### src/rtl/dec_scan_if.sv
// dec_scan bus: en/mode/x in, y/idx/wrap out.
// master drives selects, slave is the decoder.
interface dec_scan_if #(
  parameter int N    = 3,
  parameter int OUTS = 8
);
  logic            en;
  logic            mode;
  logic [N-1:0]    x;
  logic [OUTS-1:0] y;
  logic [N-1:0]    idx;
  logic            wrap;

  modport master (
    output en, mode, x,
    input  y, idx, wrap
  );

  modport slave (
    input  en, mode, x,
    output y, idx, wrap
  );
endinterface

### src/rtl/dec_scan.sv
// Registered one-hot decoder with auto-scan (IDLE/DIRECT/SCAN).
// Ports: clk, rst_n (async low), bus (dec_scan_if.slave: en, mode, x -> y, idx, wrap).
// DEC_SCAN_BLANK_EN: one y=0 blanking cycle after each scan dwell.
module dec_scan #(
  parameter int N    = 3,
  parameter int OUTS = 8,
  parameter int DIV  = 4
) (
  input logic       clk,
  input logic       rst_n,
  dec_scan_if.slave bus
);
  localparam int CW = (DIV > 1) ? $clog2(DIV) : 1;
  localparam logic [CW-1:0]   CMAX   = CW'(DIV - 1);
  localparam logic [N:0]      OUTS_W = (N+1)'(OUTS);
  localparam logic [N-1:0]    LAST   = N'(OUTS - 1);
  localparam logic [OUTS-1:0] ONE    = OUTS'(1);

  typedef enum logic [1:0] {
    IDLE,
    DIRECT,
    SCAN
  } state_t;

  state_t          state_q;
  logic [OUTS-1:0] y_q;
  logic [N-1:0]    idx_q;
  logic            wrap_q;
  logic [CW-1:0]   cnt_q;
`ifdef DEC_SCAN_BLANK_EN
  logic            blank_q;
`endif

  logic         x_ok;
  logic [N-1:0] nxt;
  logic         at_end;
  logic         go_idle;
  logic         go_dir;
  logic         go_entry;
  logic         go_step;

  assign x_ok   = {1'b0, bus.x} < OUTS_W;
  assign nxt    = (idx_q == LAST) ? '0 : idx_q + N'(1);
  assign at_end = cnt_q == CMAX;

  // Mutually exclusive; mode/en changes win over dwell expiry.
  assign go_idle  = !bus.en;
  assign go_dir   = bus.en && !bus.mode;
  assign go_entry = bus.en && bus.mode && (state_q != SCAN);
  assign go_step  = bus.en && bus.mode && (state_q == SCAN);

  always_ff @(posedge clk or negedge rst_n) begin
    if (!rst_n) begin
      state_q <= IDLE;
      y_q     <= '0;
      idx_q   <= '0;
      wrap_q  <= 1'b0;
      cnt_q   <= '0;
`ifdef DEC_SCAN_BLANK_EN
      blank_q <= 1'b0;
`endif
    end else begin
      unique case (1'b1)
        go_idle: begin
          state_q <= IDLE;
          y_q     <= '0;
          wrap_q  <= 1'b0;
          cnt_q   <= '0;
`ifdef DEC_SCAN_BLANK_EN
          blank_q <= 1'b0;
`endif
        end
        go_dir: begin
          state_q <= DIRECT;
          wrap_q  <= 1'b0;
          cnt_q   <= '0;
`ifdef DEC_SCAN_BLANK_EN
          blank_q <= 1'b0;
`endif
          if (x_ok) begin
            y_q   <= ONE << bus.x;
            idx_q <= bus.x;
          end else begin
            y_q   <= '0;
          end
        end
        go_entry: begin
          state_q <= SCAN;
          wrap_q  <= 1'b0;
          cnt_q   <= '0;
`ifdef DEC_SCAN_BLANK_EN
          blank_q <= 1'b0;
`endif
          if (x_ok) begin
            y_q   <= ONE << bus.x;
            idx_q <= bus.x;
          end else begin
            y_q   <= ONE;
            idx_q <= '0;
          end
        end
        go_step: begin
`ifdef DEC_SCAN_BLANK_EN
          // idx moves at blank start; wrap flags the
          // first re-drive of position 0.
          if (blank_q) begin
            blank_q <= 1'b0;
            y_q     <= ONE << idx_q;
            wrap_q  <= (idx_q == '0);
            cnt_q   <= '0;
          end else if (at_end) begin
            blank_q <= 1'b1;
            idx_q   <= nxt;
            y_q     <= '0;
            wrap_q  <= 1'b0;
            cnt_q   <= '0;
          end else begin
            cnt_q   <= cnt_q + CW'(1);
            wrap_q  <= 1'b0;
          end
`else
          if (at_end) begin
            idx_q  <= nxt;
            y_q    <= ONE << nxt;
            wrap_q <= (idx_q == LAST);
            cnt_q  <= '0;
          end else begin
            cnt_q  <= cnt_q + CW'(1);
            wrap_q <= 1'b0;
          end
`endif
        end
        default: begin
          state_q <= IDLE;
        end
      endcase
    end
  end

  assign bus.y    = y_q;
  assign bus.idx  = idx_q;
  assign bus.wrap = wrap_q;
endmodule
### src/flat_wrapper.sv
// flat-port wrapper written by rule: the top's interface ports become plain ports
module dec_scan_flat 
#(
  parameter int N    = 3,
  parameter int OUTS = 8,
  parameter int DIV  = 4
)
  (clk, rst_n, bus_en, bus_mode, bus_x, bus_y, bus_idx, bus_wrap);
  dec_scan_if #(.N(N), .OUTS(OUTS)) bus_i ();
  input logic clk;
  input logic rst_n;
  input wire logic [$bits(bus_i.en)-1:0] bus_en;
  input wire logic [$bits(bus_i.mode)-1:0] bus_mode;
  input wire logic [$bits(bus_i.x)-1:0] bus_x;
  output wire logic [$bits(bus_i.y)-1:0] bus_y;
  output wire logic [$bits(bus_i.idx)-1:0] bus_idx;
  output wire logic [$bits(bus_i.wrap)-1:0] bus_wrap;
  assign bus_i.en = bus_en;
  assign bus_i.mode = bus_mode;
  assign bus_i.x = bus_x;
  assign bus_y = bus_i.y;
  assign bus_idx = bus_i.idx;
  assign bus_wrap = bus_i.wrap;
  dec_scan #(.N(N), .OUTS(OUTS), .DIV(DIV)) u_core (.clk(clk), .rst_n(rst_n), .bus(bus_i));
endmodule
### config.mk
export PLATFORM = sky130hd
export DESIGN_NAME = dec_scan_flat
export DESIGN_NICKNAME = d
export VERILOG_FILES = /design/src/rtl/dec_scan_if.sv /design/src/rtl/dec_scan.sv /design/src/flat_wrapper.sv
export SDC_FILE = /design/constraint.sdc
export NUM_CORES = 1
export LEC_CHECK = 0
export CORE_MARGIN = 2
export CORE_UTILIZATION = 49
export DETAILED_ROUTE_END_ITERATION = 8
export GPL_ROUTABILITY_DRIVEN = 0
export MAX_ROUTING_LAYER = met4
export PLACE_DENSITY_LB_ADDON = 0.15
export REMOVE_ABC_BUFFERS = 1
export SLEW_MARGIN = 20
export SYNTH_ARGS = -nofsm -noshare
export SYNTH_HDL_FRONTEND = slang
export SYNTH_SLANG_ARGS = --single-unit
### constraint.sdc
create_clock -name clk -period 2.7 [get_ports clk]
set_input_delay 0.405 -clock clk [delete_from_list [all_inputs] [get_ports clk]]
set_output_delay 0.405 -clock clk [all_outputs]
set_load 0.1 [all_outputs]
; ---- Word level (Yosys, flattened, before mapping)
; Index checks and enable logic that the tools add are counted.
[totals]
reg_bits = 16
output_inout_bits = 12
[classes]
n_addsub = 2
eq_ne = 5
shifts = 2
muxes = 10
reduce_logical = 13
[ops]
columns = op, n
row1 = case mux 8 bit (3 select lines), 1
row2 = "left shift 1 x 3 -> 8 bit, first input constant", 2
row3 = two-way mux 8 bit, 1
row4 = two-way mux 3 bit, 2
row5 = case mux 2 bit (3 select lines), 1
row6 = case mux 3 bit (2 select lines), 1
row7 = "equality test 2 bit, second input constant", 2
row8 = logical AND 1 bit, 4
row9 = case mux 2 bit (2 select lines), 1
row10 = AND reduction 2 bit, 2
row11 = nonzero test 2 bit, 2
row12 = "adder 3 x 1 -> 3 bit, second input constant", 1
row13 = "equality test 3 bit, second input constant", 1
row14 = nonzero test 3 bit, 1
row15 = OR reduction 3 bit, 1
row16 = "adder 2 x 1 -> 2 bit, second input constant", 1
row17 = zero test 1 bit, 2
row18 = two-way mux 2 bit, 1
row19 = "inequality test 2 x 1 -> 1 bit, second input constant", 1
row20 = "inequality test 2 bit, second input constant", 1
row21 = case mux 1 bit (2 select lines), 1
row22 = OR reduction 2 bit, 1
row23 = two-way mux 1 bit, 1

; ---- Depth between registers and ports, before layout
[depth]
ltp_word = 5
ltp_mapped = 5

; ---- Least setup slack after synthesis
; No wires, ideal clock.
[synth_path]
path_kind = register -> register
startpoint = reg u_core.idx_q[0], in the netlist u_core.bus.idx[0]
endpoint = reg u_core.y_q[0], in the netlist u_core.bus.y[0]
setup_ns = 0.110
arrival_time_ns = 2.024
path_slack_ns = 0.566
stages_incl_launch_ff = 5
path_buffers = 0
synth_period_minus_slack_ns = 2.134
path_cell_list = dfrtp_1 ha_1 ha_1 mux2_4 o41ai_1
[synth_between]
elab_chain_cells = 5
word_cells_on_any_way = 6
[synth_lines]
columns = element, line_no
row1 = start: declaration, dec_scan.sv:27  ; logic [N-1:0] idx_q;
row2 = start signal: assignment, dec_scan.sv:82  ; idx_q <= bus.x;
row3 = start signal: assignment, dec_scan.sv:96  ; idx_q <= bus.x;
row4 = start signal: assignment, dec_scan.sv:123  ; idx_q <= nxt;
row5 = adder 3 x 1 -> 3 bit or equality test 3 bit (tied branches), dec_scan.sv:43  ; assign nxt = (idx_q == LAST) ? '0 : idx_q + N'(1);
row6 = two-way mux 3 bit *, dec_scan.sv:43
row7 = left shift 1 x 3 -> 8 bit *, dec_scan.sv:124  ; y_q <= ONE << nxt;
row8 = two-way mux 8 bit *, dec_scan.sv:122  ; if (at_end) begin
row9 = case mux 8 bit (3 select lines) *, dec_scan.sv:63  ; unique case (1'b1)
row10 = end signal: assignment, dec_scan.sv:81  ; y_q <= ONE << bus.x;
row11 = end signal: assignment, dec_scan.sv:95  ; y_q <= ONE << bus.x;
row12 = end signal: assignment, dec_scan.sv:124
row13 = end: declaration, dec_scan.sv:26  ; logic [OUTS-1:0] y_q;
; Every way passes the cells marked *; elsewhere a longest branch is shown, timed or not. The select of a mux whose other input is x is not followed.
; A chain may end at the register's enable or synchronous reset.

; ---- Worst setup path after layout
[layout_path]
startpoint = reg u_core.cnt_q[0]
endpoint = reg u_core.idx_q[2], in the netlist u_core.bus.idx[2]
[layout_between]
elab_chain_cells = 3
[layout_lines]
columns = element, line_no
row1 = start: declaration, dec_scan.sv:29  ; logic [CW-1:0] cnt_q;
row2 = start signal: assignment, dec_scan.sv:128  ; cnt_q <= cnt_q + CW'(1);
row3 = equality test 2 bit, dec_scan.sv:44  ; assign at_end = cnt_q == CMAX;
row4 = inequality test 2 x 1 -> 1 bit (no line), n/a
row5 = AND reduction 2 bit (no line), n/a
; Every way passes these cells.

==> flow_summary.ini <==
[timing]
max_freq_ghz = 0.525
clock_skew_ns = 0.00498
slew-limit-headroom_pct = 52.5
setup_violations = 0
hold_ws_ns = 0.440
finalCritPeriodShare_pct = 70.5
fin_tns_setup_ns = 0
hold_viol = 0
rsz0062_at_grt = no
drv_slew = 0
period_needed_ns = 1.90
worstMarginPinSlew_ns = 0.710
layout_setup_ws_ns = 0.795

[setup_path]
critPathCaptureType = flip-flop
worstSetupStartpointType = flip-flop
critPathArrivalTime_ns = 2.07
reg2reg_setup_slack_ns = 0.80
critPathRequiredTime_ns = 2.87
worstSetupPathType = reg2reg
crit_fanout = 11
r2r.worst_path.cells = 4
r2r-start = u_core.cnt_q[0]
rr_endpoint = u_core.bus.idx[2]

[cells_and_area]
synthToLayoutAreaGrowth_pct = 24.0
final_nets = 89
fin_util_pct = 63.7
final_cell_area_um2 = 937
fill_cells = 124
fin_cells = 93
drive_gt1_share_pct = 33.8
diodes = 0

[drt]
drt_first_pass_iters = 4
vias = 568
post-route-drc-count = 0
ant_nets = 0
routedWlPerCell_um = 16.1
drtIter0Drc = 14
drt_wl_total_um = 1500
vias_per_cell = 6.11

[cts]
ctsHtreeMaxLevel = 1
clock_sinks = 16
cts_tree = done
numCtsBuffers = 3
clockRootBuffer = clkbuf_4
cts_hold_buf = 0
clk_pin_slew_ns = 0.08
cts_buffer_depth = 2
clock_latency_ns = 0.28
cts-resized-gates = 0
post_cts_buffers = 0

[synth]
ys_seq_area_share_pct = 53.0
yosysWarnings = 0
ys_seq_elements = 16
syn-instance-count = 58
synth.distinct_cells = 17
syn_area_per_cell_um2 = 13.0
syn-cell-area_um2 = 756

[worst_hold_path]
min_path_type = reg2reg
min_to = u_core.cnt_q[0]
worstHoldPathCells = 1
min_from = u_core.cnt_q[0]

[place]
dpl-instance-area_um2 = 915
port_buffers = 18
place_hpwl_um = 1100
dp_cells = 90
post-place-ws_ns = 0.660

[floorplan]
die_h_um = 43.3
core_um2 = 1470
die_area_um2 = 1870
fp.dieW_um = 43.3
io-pin-count = 19
std_cell_rows = 14
initial_utilization_pct = 51.4

[pwr]
leakagePower_nw = 0.460
pwr-share-comb_pct = 29.4
seqPwrFrac_pct = 48.1
netSwitchingFraction_pct = 36.2
finalPower_mw = 0.544
vdd_drop_max_uv = 402
switchingPower_mw = 0.197
internal_power_mw = 0.347
p_clk_share_pct = 22.5
p_per_area_nw_per_um2 = 580

[flow_run]
max-cap-violations = 0

[global_route]
antenna_found_initial = 0
grt.total_usage_pct = 18.2
grt_pass1_vias = 545
grt_max_degree = 17
grt_pass1_wl_um = 2420
gr-total-overflow = 0

[status]
run_status = complete, no violations
cell type report:
| class | count | area (um^2) | area share, % |
|---|---|---|---|
| Sequential cell | 16 | 400 | 42.7 |
| Multi-Input combinational cell | 39 | 340 | 36.3 |
| Timing Repair Buffer | 18 | 150 | 16.0 |
| Clock buffer | 3 | 22.5 | 2.40 |
| Tap cell | 16 | 20.0 | 2.14 |
| Inverter | 1 | 3.75 | 0.401 |
critical path, cell delays in order, from the launching register on:
cell,delay (ns)
dfrtp_1,0.39
ha_1,0.24
nor3b_4,0.43
a21bo_2,0.36
mux2_2,0.37
cell usage in the layout, fill, tap and decap left out:
| cell type | count |
|---|---|
| clkbuf_4 | 3 |
| ha_1 | 3 |
| dfrtp_1 | 16 |
| nor2_1 | 4 |
| mux2_2 | 5 |
| inv_1 | 1 |
| and2_2 | 1 |
| nor3b_4 | 1 |
| clkdlybuf4s50_1 | 6 |
| mux2i_1 | 3 |
| and2b_2 | 1 |
| nand2_1 | 2 |
| buf_4 | 12 |
| mux2_4 | 1 |
| o41ai_1 | 8 |
| nand3_1 | 8 |
| nand4b_4 | 1 |
| a21bo_2 | 1 |
how the worst max path moves through the flow:
stage	start	endpoint	slack [ns]	cells after the start
after CTS	u_core.cnt_q[0]	u_core.bus.idx[2]	0.83	4
final	u_core.cnt_q[0]	u_core.bus.idx[2]	0.80	4
after floorplan	u_core.bus.idx[0]	u_core.bus.y[0]	0.57	4
after detailed placement	bus_en	u_core.bus.y[1]	0.66	4
after global placement	bus_mode	u_core.bus.y[0]	0.65	4
after global routing	u_core.cnt_q[0]	u_core.bus.idx[2]	0.73	4
cells in the mapped netlist:
cell type | n | area share (%)
nand2_1 | 2 | 0.99
nor2_1 | 4 | 2.0
dfrtp_1 | 16 | 53
and2_2 | 1 | 0.99
and2b_2 | 1 | 1.2
a21bo_2 | 1 | 1.3
o41ai_1 | 8 | 9.3
nor3b_4 | 1 | 2.5
clkbuf_1 | 1 | 0.50
ha_1 | 3 | 5.0
mux2_2 | 5 | 7.4
nand3_1 | 8 | 5.3
mux2i_1 | 3 | 4.0
mux2_4 | 1 | 2.0
nand4b_4 | 1 | 3.1
inv_1 | 1 | 0.50
buf_4 | 1 | 0.99
flip-flops by register name, summed over array words and instances, names as in the netlist:
register / cells
u_core.bus.idx: 3
u_core.cnt_q: 2
u_core.bus.y: 8
u_core.state_q: 2
u_core.bus.wrap: 1
kinds of logic after synthesis:
logic type,share of synthesized area [%]
flops,53.0
buf+inv,1.99
simple gates,16.1
compound gates,10.6
mux,13.4
fa+ha+maj,4.97
power groups by stage:
stage	sequential [mW]	combinational, mW	clock [mW]
6_report	0.261	0.160	0.122
5_1_grt	0.263	0.169	0.136
4_1_cts	0.262	0.160	0.127
3_5_place_dp	0.266	0.160	0
3_3_place_gp	0.266	0.159	0
2_1_floorplan	0.341	0.0408	0
layer usage:
metal	vias up	GRT usage [%]	share of wire, %
li1	262	-	-
met1	281	22.0	43
met2	21	29.6	51
met3	4	2.55	4.6
met4	0	9.09	1.3
met5	-	-	0
No activity file was read; power rests on OpenSTA's default activity.
